### src/rtl/adc_seq_pkg.sv
// Shared types and widths for the ADC conversion sequencer.
package adc_seq_pkg;

  localparam int unsigned DATA_W = 16;
  localparam int unsigned CH_W   = 3;

  typedef enum logic [2:0] {
    ADC_RST,
    IDLE,
    CONVST,
    WAIT_HI,
    WAIT_LO,
    RD_LO,
    OUT,
    RD_HI
  } state_e;

endpackage

### src/rtl/adc_conv_sequencer_if.sv
// Downstream sample stream (valid/ready) from the ADC sequencer.
// FRAME_CNT_EN adds the sample_frame counter field.
interface adc_conv_sequencer_if;
  import adc_seq_pkg::*;

  logic [DATA_W-1:0] sample_data;
  logic [CH_W-1:0]   sample_ch;
  logic              sample_valid;
  logic              sample_ready;
  logic              frame_done;
`ifdef FRAME_CNT_EN
  logic [15:0]       sample_frame;

  modport master (output sample_data, sample_ch, sample_valid, frame_done, sample_frame,
                  input  sample_ready);
  modport slave  (input  sample_data, sample_ch, sample_valid, frame_done, sample_frame,
                  output sample_ready);
`else
  modport master (output sample_data, sample_ch, sample_valid, frame_done,
                  input  sample_ready);
  modport slave  (input  sample_data, sample_ch, sample_valid, frame_done,
                  output sample_ready);
`endif

endinterface

### src/rtl/adc_sample_timer.sv
// Sample-period divider: counts 0..SAMPLE_DIV-1 while enabled, tick on terminal count.
module adc_sample_timer #(
  parameter int unsigned SAMPLE_DIV = 270
) (
  input  logic clk_i,
  input  logic rst_ni,
  input  logic enable_i,
  output logic tick_o
);

  localparam int unsigned CntW = $clog2(SAMPLE_DIV);
  localparam logic [CntW-1:0] Last = CntW'(SAMPLE_DIV - 1);

  logic [CntW-1:0] cnt_q, cnt_d;

  always_comb begin
    cnt_d = cnt_q;
    if (!enable_i || cnt_q == Last) cnt_d = '0;
    else                            cnt_d = cnt_q + CntW'(1);
  end

  always_ff @(posedge clk_i or negedge rst_ni) begin
    if (!rst_ni) cnt_q <= '0;
    else         cnt_q <= cnt_d;
  end

  assign tick_o = enable_i && (cnt_q == Last);

endmodule

### src/rtl/adc_conv_sequencer.sv
// Periodic conversion/readout sequencer for an 8-channel parallel SAR ADC.
// Optional FRAME_CNT_EN adds a 16-bit frame counter on the sample stream.
module adc_conv_sequencer
  import adc_seq_pkg::*;
#(
  parameter int unsigned SAMPLE_DIV  = 270,
  parameter int unsigned NUM_CH      = 8,
  parameter int unsigned CONVST_CYC  = 2,
  parameter int unsigned RD_LOW_CYC  = 3,
  parameter int unsigned RD_HIGH_CYC = 2,
  parameter int unsigned RST_CYC     = 8,
  parameter int unsigned BUSY_TO     = 200
) (
  input  logic                 CLOCK_27M,
  input  logic                 rst,
  input  logic                 enable,
  input  logic                 Busy,
  input  logic [DATA_W-1:0]    DB,
  output logic                 convst_A,
  output logic                 convst_B,
  output logic                 convst_C,
  output logic                 convst_D,
  output logic                 RD_N,
  output logic                 ADC_CS_N,
  output logic                 ADCrst,
  output logic                 STBY_N,
  output logic                 HW_N,
  output logic                 PAR_N,
  output logic                 WR_N,
  adc_conv_sequencer_if.master smp,
  output logic                 overrun,
  output logic                 busy_err
);

  state_e            state_q, state_d;
  logic [15:0]       cnt_q, cnt_d;
  logic [CH_W-1:0]   ch_q, ch_d, sch_q, sch_d;
  logic [DATA_W-1:0] data_q, data_d;
  logic              done_q, done_d;
  logic              ovr_q, ovr_d, err_q, err_d;
  logic              busy_meta_q, busy_sync_q;
  logic              tick;

  adc_sample_timer #(
    .SAMPLE_DIV (SAMPLE_DIV)
  ) u_timer (
    .clk_i    (CLOCK_27M),
    .rst_ni   (rst),
    .enable_i (enable),
    .tick_o   (tick)
  );

  always_comb begin
    state_d = state_q;
    cnt_d   = cnt_q + 16'd1;
    ch_d    = ch_q;
    sch_d   = sch_q;
    data_d  = data_q;
    done_d  = 1'b0;
    // Ticks outside IDLE are dropped and flagged; the running frame is unaffected.
    ovr_d   = ovr_q | (tick && state_q != IDLE);
    err_d   = err_q;
    unique case (state_q)
      ADC_RST: if (cnt_q == 16'(RST_CYC - 1)) begin
        state_d = IDLE;
        cnt_d   = '0;
      end
      IDLE: begin
        cnt_d = '0;
        if (tick) state_d = CONVST;
      end
      CONVST: if (cnt_q == 16'(CONVST_CYC - 1)) begin
        state_d = WAIT_HI;
        cnt_d   = '0;
      end
      WAIT_HI: begin
        if (busy_sync_q) begin
          state_d = WAIT_LO;
          cnt_d   = '0;
        end else if (cnt_q == 16'(BUSY_TO - 1)) begin
          err_d   = 1'b1;
          state_d = IDLE;
          cnt_d   = '0;
        end
      end
      WAIT_LO: begin
        if (!busy_sync_q) begin
          state_d = RD_LO;
          ch_d    = '0;
          cnt_d   = '0;
        end else if (cnt_q == 16'(BUSY_TO - 1)) begin
          err_d   = 1'b1;
          state_d = IDLE;
          cnt_d   = '0;
        end
      end
      RD_LO: if (cnt_q == 16'(RD_LOW_CYC - 1)) begin
        data_d  = DB;
        sch_d   = ch_q;
        state_d = OUT;
        cnt_d   = '0;
      end
      OUT: begin
        cnt_d = '0;
        if (smp.sample_ready) begin
          if (ch_q == CH_W'(NUM_CH - 1)) begin
            done_d  = 1'b1;
            state_d = IDLE;
          end else begin
            ch_d    = ch_q + CH_W'(1);
            state_d = RD_HI;
          end
        end
      end
      RD_HI: if (cnt_q == 16'(RD_HIGH_CYC - 1)) begin
        state_d = RD_LO;
        cnt_d   = '0;
      end
      default: state_d = ADC_RST;
    endcase
  end

  always_ff @(posedge CLOCK_27M or negedge rst) begin
    if (!rst) begin
      state_q     <= ADC_RST;
      cnt_q       <= '0;
      ch_q        <= '0;
      sch_q       <= '0;
      data_q      <= '0;
      done_q      <= 1'b0;
      ovr_q       <= 1'b0;
      err_q       <= 1'b0;
      busy_meta_q <= 1'b0;
      busy_sync_q <= 1'b0;
    end else begin
      state_q     <= state_d;
      cnt_q       <= cnt_d;
      ch_q        <= ch_d;
      sch_q       <= sch_d;
      data_q      <= data_d;
      done_q      <= done_d;
      ovr_q       <= ovr_d;
      err_q       <= err_d;
      busy_meta_q <= Busy;
      busy_sync_q <= busy_meta_q;
    end
  end

`ifdef FRAME_CNT_EN
  logic [15:0] frame_q;

  always_ff @(posedge CLOCK_27M or negedge rst) begin
    if (!rst)        frame_q <= '0;
    else if (done_d) frame_q <= frame_q + 16'd1;
  end

  assign smp.sample_frame = frame_q;
`endif

  assign convst_A = (state_q == CONVST);
  assign convst_B = convst_A;
  assign convst_C = convst_A;
  assign convst_D = convst_A;
  assign RD_N     = (state_q != RD_LO);
  assign ADC_CS_N = (state_q != RD_LO);
  assign ADCrst   = (state_q == ADC_RST);
  assign STBY_N   = 1'b1;
  assign HW_N     = 1'b0;
  assign PAR_N    = 1'b0;
  assign WR_N     = 1'b1;

  assign smp.sample_data  = data_q;
  assign smp.sample_ch    = sch_q;
  assign smp.sample_valid = (state_q == OUT);
  assign smp.frame_done   = done_q;
  assign overrun          = ovr_q;
  assign busy_err         = err_q;

endmodule

### src/flat_wrapper.sv
// flat-port wrapper written by rule: the top's interface ports become plain ports
module adc_conv_sequencer_flat import adc_seq_pkg::*;
#(
  parameter int unsigned SAMPLE_DIV  = 270,
  parameter int unsigned NUM_CH      = 8,
  parameter int unsigned CONVST_CYC  = 2,
  parameter int unsigned RD_LOW_CYC  = 3,
  parameter int unsigned RD_HIGH_CYC = 2,
  parameter int unsigned RST_CYC     = 8,
  parameter int unsigned BUSY_TO     = 200
)
  (CLOCK_27M, rst, enable, Busy, DB, convst_A, convst_B, convst_C, convst_D, RD_N, ADC_CS_N, ADCrst, STBY_N, HW_N, PAR_N, WR_N, overrun, busy_err, smp_sample_data, smp_sample_ch, smp_sample_valid, smp_frame_done, smp_sample_ready);
  adc_conv_sequencer_if smp_i ();
  input  logic CLOCK_27M;
  input  logic rst;
  input  logic enable;
  input  logic Busy;
  input  logic [DATA_W-1:0] DB;
  output logic convst_A;
  output logic convst_B;
  output logic convst_C;
  output logic convst_D;
  output logic RD_N;
  output logic ADC_CS_N;
  output logic ADCrst;
  output logic STBY_N;
  output logic HW_N;
  output logic PAR_N;
  output logic WR_N;
  output logic overrun;
  output logic busy_err;
  output wire logic [$bits(smp_i.sample_data)-1:0] smp_sample_data;
  output wire logic [$bits(smp_i.sample_ch)-1:0] smp_sample_ch;
  output wire logic [$bits(smp_i.sample_valid)-1:0] smp_sample_valid;
  output wire logic [$bits(smp_i.frame_done)-1:0] smp_frame_done;
  input wire logic [$bits(smp_i.sample_ready)-1:0] smp_sample_ready;
  assign smp_sample_data = smp_i.sample_data;
  assign smp_sample_ch = smp_i.sample_ch;
  assign smp_sample_valid = smp_i.sample_valid;
  assign smp_frame_done = smp_i.frame_done;
  assign smp_i.sample_ready = smp_sample_ready;
  adc_conv_sequencer #(.SAMPLE_DIV(SAMPLE_DIV), .NUM_CH(NUM_CH), .CONVST_CYC(CONVST_CYC), .RD_LOW_CYC(RD_LOW_CYC), .RD_HIGH_CYC(RD_HIGH_CYC), .RST_CYC(RST_CYC), .BUSY_TO(BUSY_TO)) u_core (.CLOCK_27M(CLOCK_27M), .rst(rst), .enable(enable), .Busy(Busy), .DB(DB), .convst_A(convst_A), .convst_B(convst_B), .convst_C(convst_C), .convst_D(convst_D), .RD_N(RD_N), .ADC_CS_N(ADC_CS_N), .ADCrst(ADCrst), .STBY_N(STBY_N), .HW_N(HW_N), .PAR_N(PAR_N), .WR_N(WR_N), .smp(smp_i), .overrun(overrun), .busy_err(busy_err));
endmodule
### config.mk
export PLATFORM = sky130hd
export DESIGN_NAME = adc_conv_sequencer_flat
export DESIGN_NICKNAME = d
export VERILOG_FILES = /design/src/rtl/adc_seq_pkg.sv /design/src/rtl/adc_conv_sequencer_if.sv /design/src/rtl/adc_sample_timer.sv /design/src/rtl/adc_conv_sequencer.sv /design/src/flat_wrapper.sv
export SDC_FILE = /design/constraint.sdc
export NUM_CORES = 1
export LEC_CHECK = 0
export ABC_AREA = 1
export BUFFER_PORTS_ARGS = -buffer_cell sky130_fd_sc_hd__buf_2
export CAP_MARGIN = 20
export CORE_ASPECT_RATIO = 1.1
export CORE_MARGIN = 4
export CORE_UTILIZATION = 55
export DETAILED_ROUTE_END_ITERATION = 16
export GPL_TIMING_DRIVEN = 0
export MAX_ROUTING_LAYER = met4
export PLACE_DENSITY = 0.8
export REMOVE_ABC_BUFFERS = 1
export SLEW_MARGIN = 20
export SYNTH_ARGS = -nofsm -noshare
export SYNTH_HDL_FRONTEND = slang
export SYNTH_SLANG_ARGS = --single-unit
### constraint.sdc
create_clock -name CLOCK_27M -period 2.1 [get_ports CLOCK_27M]
set_input_delay 0.105 -clock CLOCK_27M [delete_from_list [all_inputs] [get_ports CLOCK_27M]]
set_output_delay 0.105 -clock CLOCK_27M [all_outputs]
set_load 0.01 [all_outputs]
# After elaboration in Yosys (flattened, before gate mapping)
# Index checks and enable logic that the tools add are counted.
# W data, S select, Z words.
# totals
ff_bits	55
latchBits	0
mem_bits_rw	0
mem_bits_ro	0
in_bits	21
out_inout_bits	34
word_cells	83
n_memories	0
# op_classes
add_sub_neg	3
n_mul	0
div_mod_pow	0
n_lt_le_gt_ge	0
eq_ne	25
shift	0
mux	30
bitwise_logic	1
n_reduce_logical	13
# op_table
cell	n
$mux W16	6
$pmux W16 S6	1
$mux W3	13
$pmux W3 S8	1
$add A16 B1 Y16 const B	1
$eq A16 B1 Y1 const B	1
$eq A16 B2 Y1 const B	1
$eq A16 B3 Y1 const B	1
$eq A16 B8 Y1 const B	1
$eq A3 B3 Y1 const B	5
$ne A2 B1 Y1 const B	7
$add A9 B1 Y9 const B	1
$eq A9 B9 Y1 const B	1
$mux W9	1
$eq A3 B2 Y1 const B	2
$mux W1	6
$ne A2 B2 Y1 const B	3
$pmux W3 S2	1
$reduce_and A6 Y1	1
$reduce_and A4 Y1	1
$reduce_bool A2 Y1	2
$reduce_or A2 Y1	2
$add A3 B1 Y3 const B	1
$eq A3 B1 Y1 const B	1
other kinds (10)	11

# Depth between registers and ports, before layout
# logic_depth
ltp_word	4
ltp_mapped	10
mapped_depth_nobuf	10

# Modules after synthesis
# Synthesis repeated with hierarchy kept, for this count alone.
# unflattened
cells_unflattened	362
area_unflattened_um2	2885.3
# modules_own_cells
module	instances	cells_each	area_per_inst_um2	seq_area_each_um2
adc_conv_sequencer	1	291	2364.8	1151.1
adc_sample_timer	1	71	520.5	225.2

# Least setup slack after synthesis
# OpenSTA, ideal clock, no wires.
# synth_timing
kind	register to register
startpoint	reg u_core.cnt_q[0]
endpoint	reg u_core.cnt_q[12]
setup_time_ps	118
t_arrival_ps	1406
required_time_ps	1982
setup_slack_ps	576
path_stages_with_launch	10
path_buffers	1
period_less_slack_ps	1524
path_cell_list	dfrtp_1 -> ha_1 -> nand3_1 -> nor2_1 -> nand2_1 -> nand2_1 -> nand2_1 -> nor2_4 -> buf_6 -> nor2_1
# synth_via
elab_chain_cells	4
word_cells_on_any_way	12
classes_between	1 x add/sub; 4 x eq/ne; 7 x mux
# synth_lines
element	line_no	source
from (decl)	adc_conv_sequencer.sv:36	logic [15:0] cnt_q, cnt_d;
from (signal assigned)	adc_conv_sequencer.sv:137	cnt_q <= cnt_d;
$add A16 B1 Y16 / $eq A16 B8 Y1 (equally long branches)	adc_conv_sequencer.sv:55, adc_conv_sequencer.sv:80, adc_conv_sequencer.sv:91	
$mux W16	adc_conv_sequencer.sv:80, adc_conv_sequencer.sv:91	
$mux W16, on equally long branches	adc_conv_sequencer.sv:87, adc_conv_sequencer.sv:77	
$pmux W16 S6 (*)	adc_conv_sequencer.sv:63	unique case (state_q)
via u_core.cnt_d[12]	adc_conv_sequencer.sv:36	
# Mark *: on every way through the listed nets, which the timed path passes. The rest lies on a longest branch.
# A chain may end at the register's enable or synchronous reset.

# Worst setup path in the final report
# layout_timing
startpoint	reg u_core.cnt_q[13]
endpoint	reg u_core.sch_q[0] (netlist: u_core.smp.sample_ch[0])
# layout_via
elab_chain_cells	2
# layout_lines
element	line_no	source
$eq A16 B2 Y1	adc_conv_sequencer.sv:97	RD_LO: if (cnt_q == 16'(RD_LOW_CYC - 1)) begin
$reduce_and A2 Y1 (no source line)	-	
to (signal assigned)	adc_conv_sequencer.sv:139	sch_q <= sch_d;
to (decl)	adc_conv_sequencer.sv:37	logic [CH_W-1:0] ch_q, ch_d, sch_q, sch_d;
# No other way between the ends.

==> metrics.yaml <==
run_status:
  outcome: "finished, final reports clean"
floorplanning:
  start_util_pct: 56.5
  die_h_um: 82.9
  coreArea_um2: 4970
  dieArea_um2: 6310
  die_x_um: 76.1
  std_cell_rows: 27
  ios: 55
critical_path:
  critPathMaxFanout: 20
  rr_worst_depth: 7
  critPathKind: "reg -> reg"
  r2r_slack_ps: 200
  timing.rr.start: "u_core.cnt_q[13]$_DFF_PN0_"
  worstPathRequired_ps: 2300
  critPathCaptureType: "flop"
  arrival_ps: 2100
  r2r-end: "u_core.smp.sample_ch[0]$_DFFE_PN0P_"
  start_kind: "flop"
timing:
  relSlewSlack_pct: 54.9
  drv_slew: 0
  layout_worst_path_cycle_share_pct: 90.5
  hold_violations: 0
  rsz0062_at_grt: "no"
  setup_viol: 0
  skew_ps: 4.26
  tightest_slew_ps: 677
  finalWorstPathRequiredPeriod_ps: 1900
  fmax_mhz: 526
  worst_slack_ps: 200
grt:
  gr-total-overflow: 0
  gr-usage-all-layers_pct: 19.1
  grt_pass1_wl_um: 10000
  grt_pass1_vias: 2267
  antenna_found_initial: 0
  grt_max_degree: 56
place:
  dp_hpwl_um: 3940
  dp_slack_ps: -40.5
  port_buffers: 50
  routabilityCongestion: 0.962
worst_hold_path:
  hold_path_depth: 3
  hold_path_end: "u_core.smp.sample_data[9]$_DFFE_PN0P_"
  holdCritPathClass: "in -> reg"
  min_from: "DB[9]"
routing:
  routed_wl_um: 5730
  via_count: 2393
  first_pass_iters: 4
  drt_iter0_markers: 146
  via_per_inst: 5.12
  drtAntennaViolNets: 0
  drc: 0
  routedWlPerCell_um: 12.3
clock_network:
  tritoncts: "yes"
  cts_num_sinks: 55
  cts-buffers-inserted: 5
  cts_buffer_depth: 2
  clk_latency_ps: 300
  htreeDepth: 2
  clockRootBuffer: "clkbuf_8"
  clk_pin_slew_ps: 100
power_and_ir_drop:
  vdd_drop_max_v: 0.000874
  p_per_area_nw_per_um2: 1020
  power.leakage_nw: 1.61
  total_power_w: 0.00339
cells_and_area:
  antennaDiodeCount: 0
  drive_gt1_share_pct: 18.6
  syn2layout_area_growth_pct: 18.0
  fill_cells: 402
  final_util_pct: 66.7
  fin_nets: 436
synthesis:
  ys_types: 30
  ys_warn_count: 0
  synth_enable_flop_cells: 0
  synth.yosys.seq_area_share_pct: 49.0
  synth-main-ff-cell: "dfrtp_1"
  synth.avg_cell_area_um2: 8.09
  ys_seq_elements: 55
  synth_cells: 347
  async_reset_ff_share_pct: 100
  synth_area_um2: 2810
flow_run:
  drv_cap: 0
[worst max-delay path, stage by stage (launching register included)]
cell and delay [ps]:
dfrtp_1 440, nor2_1 150, nand2_1 100, nor2_4 190
nand2_2 250, nor2_4 430, nand2_1 100, o21a_1 120
[metrics by stage]
stage | hold slack [ps] | setup TNS, ps | std cells | area [µm²]
3_5_place_dp | 193 | -40.5 | 441 | 3020
5_1_grt | 24.3 | 0 | 467 | 3310
2_1_floorplan | -191 | 0 | 333 | 2690
6_report | 15.2 | 0 | 467 | 3310
3_3_place_gp | 215 | 0 | 441 | 3020
4_1_cts | 5.59 | 0 | 466 | 3290
[layout by cell type (no fill, tap or decap), types with 6 or more instances in the layout]
cell            n
ha_1            7
inv_1          23
nand3_1        19
xor2_1          6
dlygate4sd3_1  17
o21ai_0        20
buf_2          49
nand2_1        98
clkbuf_8        6
nor2_1         47
nor3_1         10
dfrtp_1        55
[synthesized netlist by cell type, types with 2 or more instances]
cell type / number / area share [%]
inv_2: 5 / 0.67
buf_4: 10 / 2.7
nor2_1: 47 / 6.3
nand2_2: 3 / 0.67
buf_6: 3 / 1.2
nand2_1: 98 / 13
o21ai_0: 20 / 3.6
o21bai_1: 4 / 1.1
ha_1: 7 / 3.1
nand4_1: 5 / 1.1
nand3_1: 19 / 3.4
xor2_1: 6 / 1.9
conb_1: 2 / 0.27
nor3_2: 2 / 0.71
xnor2_1: 3 / 0.94
o21ai_1: 5 / 0.89
dfrtp_1: 55 / 49
a21oi_1: 5 / 0.89
inv_1: 23 / 3.1
buf_2: 2 / 0.36
nor2_4: 2 / 0.80
nor2_2: 4 / 0.89
nor3_1: 10 / 1.8
[routing by layer]
layer	GRT usage, %	wire length, µm
met5	-	0
met4	4.77	57
met3	3.15	238
met2	33.7	2990
met1	22.6	2440
[flip-flops by register name (all words and copies together), names as in the netlist]
signal / flops
u_core.ch_q: 3
u_core.smp.sample_ch: 3
u_core.cnt_q: 16
u_core.overrun: 1
u_core.smp.frame_done: 1
u_core.state_q: 3
u_core.busy_err: 1
u_core.smp.sample_data: 16
u_core.u_timer.cnt_q: 9
u_core.busy_sync_q: 1
u_core.busy_meta_q: 1
[report_power, final]
group | total [W] | internal, W | switching (W) | leakage (nW)
Combinational | 0.00134 | 0.000519 | 0.000822 | 0.861
Sequential | 0.00144 | 0.00128 | 0.000164 | 0.702
Clock | 0.000611 | 0.000270 | 0.000341 | 0.0474
[worst max-delay path by stage]
| stage | from | endpoint | slack, ps | cells after the start |
|---|---|---|---|---|
| floorplan | u_core.cnt_q[0]$_DFF_PN0_ | u_core.smp.sample_ch[0]$_DFFE_PN0P_ | 430 | 8 |
| global placement | u_core.cnt_q[11]$_DFF_PN0_ | u_core.smp.sample_ch[0]$_DFFE_PN0P_ | 20 | 7 |
| CTS | u_core.cnt_q[13]$_DFF_PN0_ | u_core.cnt_q[8]$_DFF_PN0_ | 100 | 8 |
| global route | u_core.cnt_q[13]$_DFF_PN0_ | u_core.smp.sample_ch[0]$_DFFE_PN0P_ | 80 | 7 |
| detailed placement | u_core.cnt_q[13]$_DFF_PN0_ | u_core.smp.sample_ch[0]$_DFFE_PN0P_ | -40 | 7 |
| finish | u_core.cnt_q[13]$_DFF_PN0_ | u_core.smp.sample_ch[0]$_DFFE_PN0P_ | 200 | 7 |
[final cells by class]
class | count | area (µm²) | area share, %
sequential | 55 | 1380 | 41.6
multi-input combinational | 250 | 1220 | 36.7
timing repair buffer | 68 | 443 | 13.4
inverter | 28 | 105 | 3.17
clock buffer | 6 | 82.6 | 2.49
tap | 58 | 72.6 | 2.19
clock inverter | 2 | 16.3 | 0.491
[logic make-up (layout without fill, tap and decap cells)]
group	count (synthesis)	after routing	share of synthesized area [%]
other	2	4	0.267
DFF	55	55	49.0
AOI/OAI and AO/OA	36	36	7.00
buffers and inverters	44	104	8.11
and+or+nand+nor	194	194	29.7
xor gates and xnor gates	9	9	2.81
adders and majority gates	7	7	3.12
[timing repair]
| action | 4_1_cts | 5_1_grt |
|---|---|---|
| resized for setup | 1 | 0 |
| hold buffers | 17 | 0 |
| setup endpoints to repair | 1 | 10 |
| hold endpoints to repair | 71 | 0 |
| pin swaps | 0 | 1 |
| buffers inserted | 0 | 1 |
(Power assumes the default switching activity.)
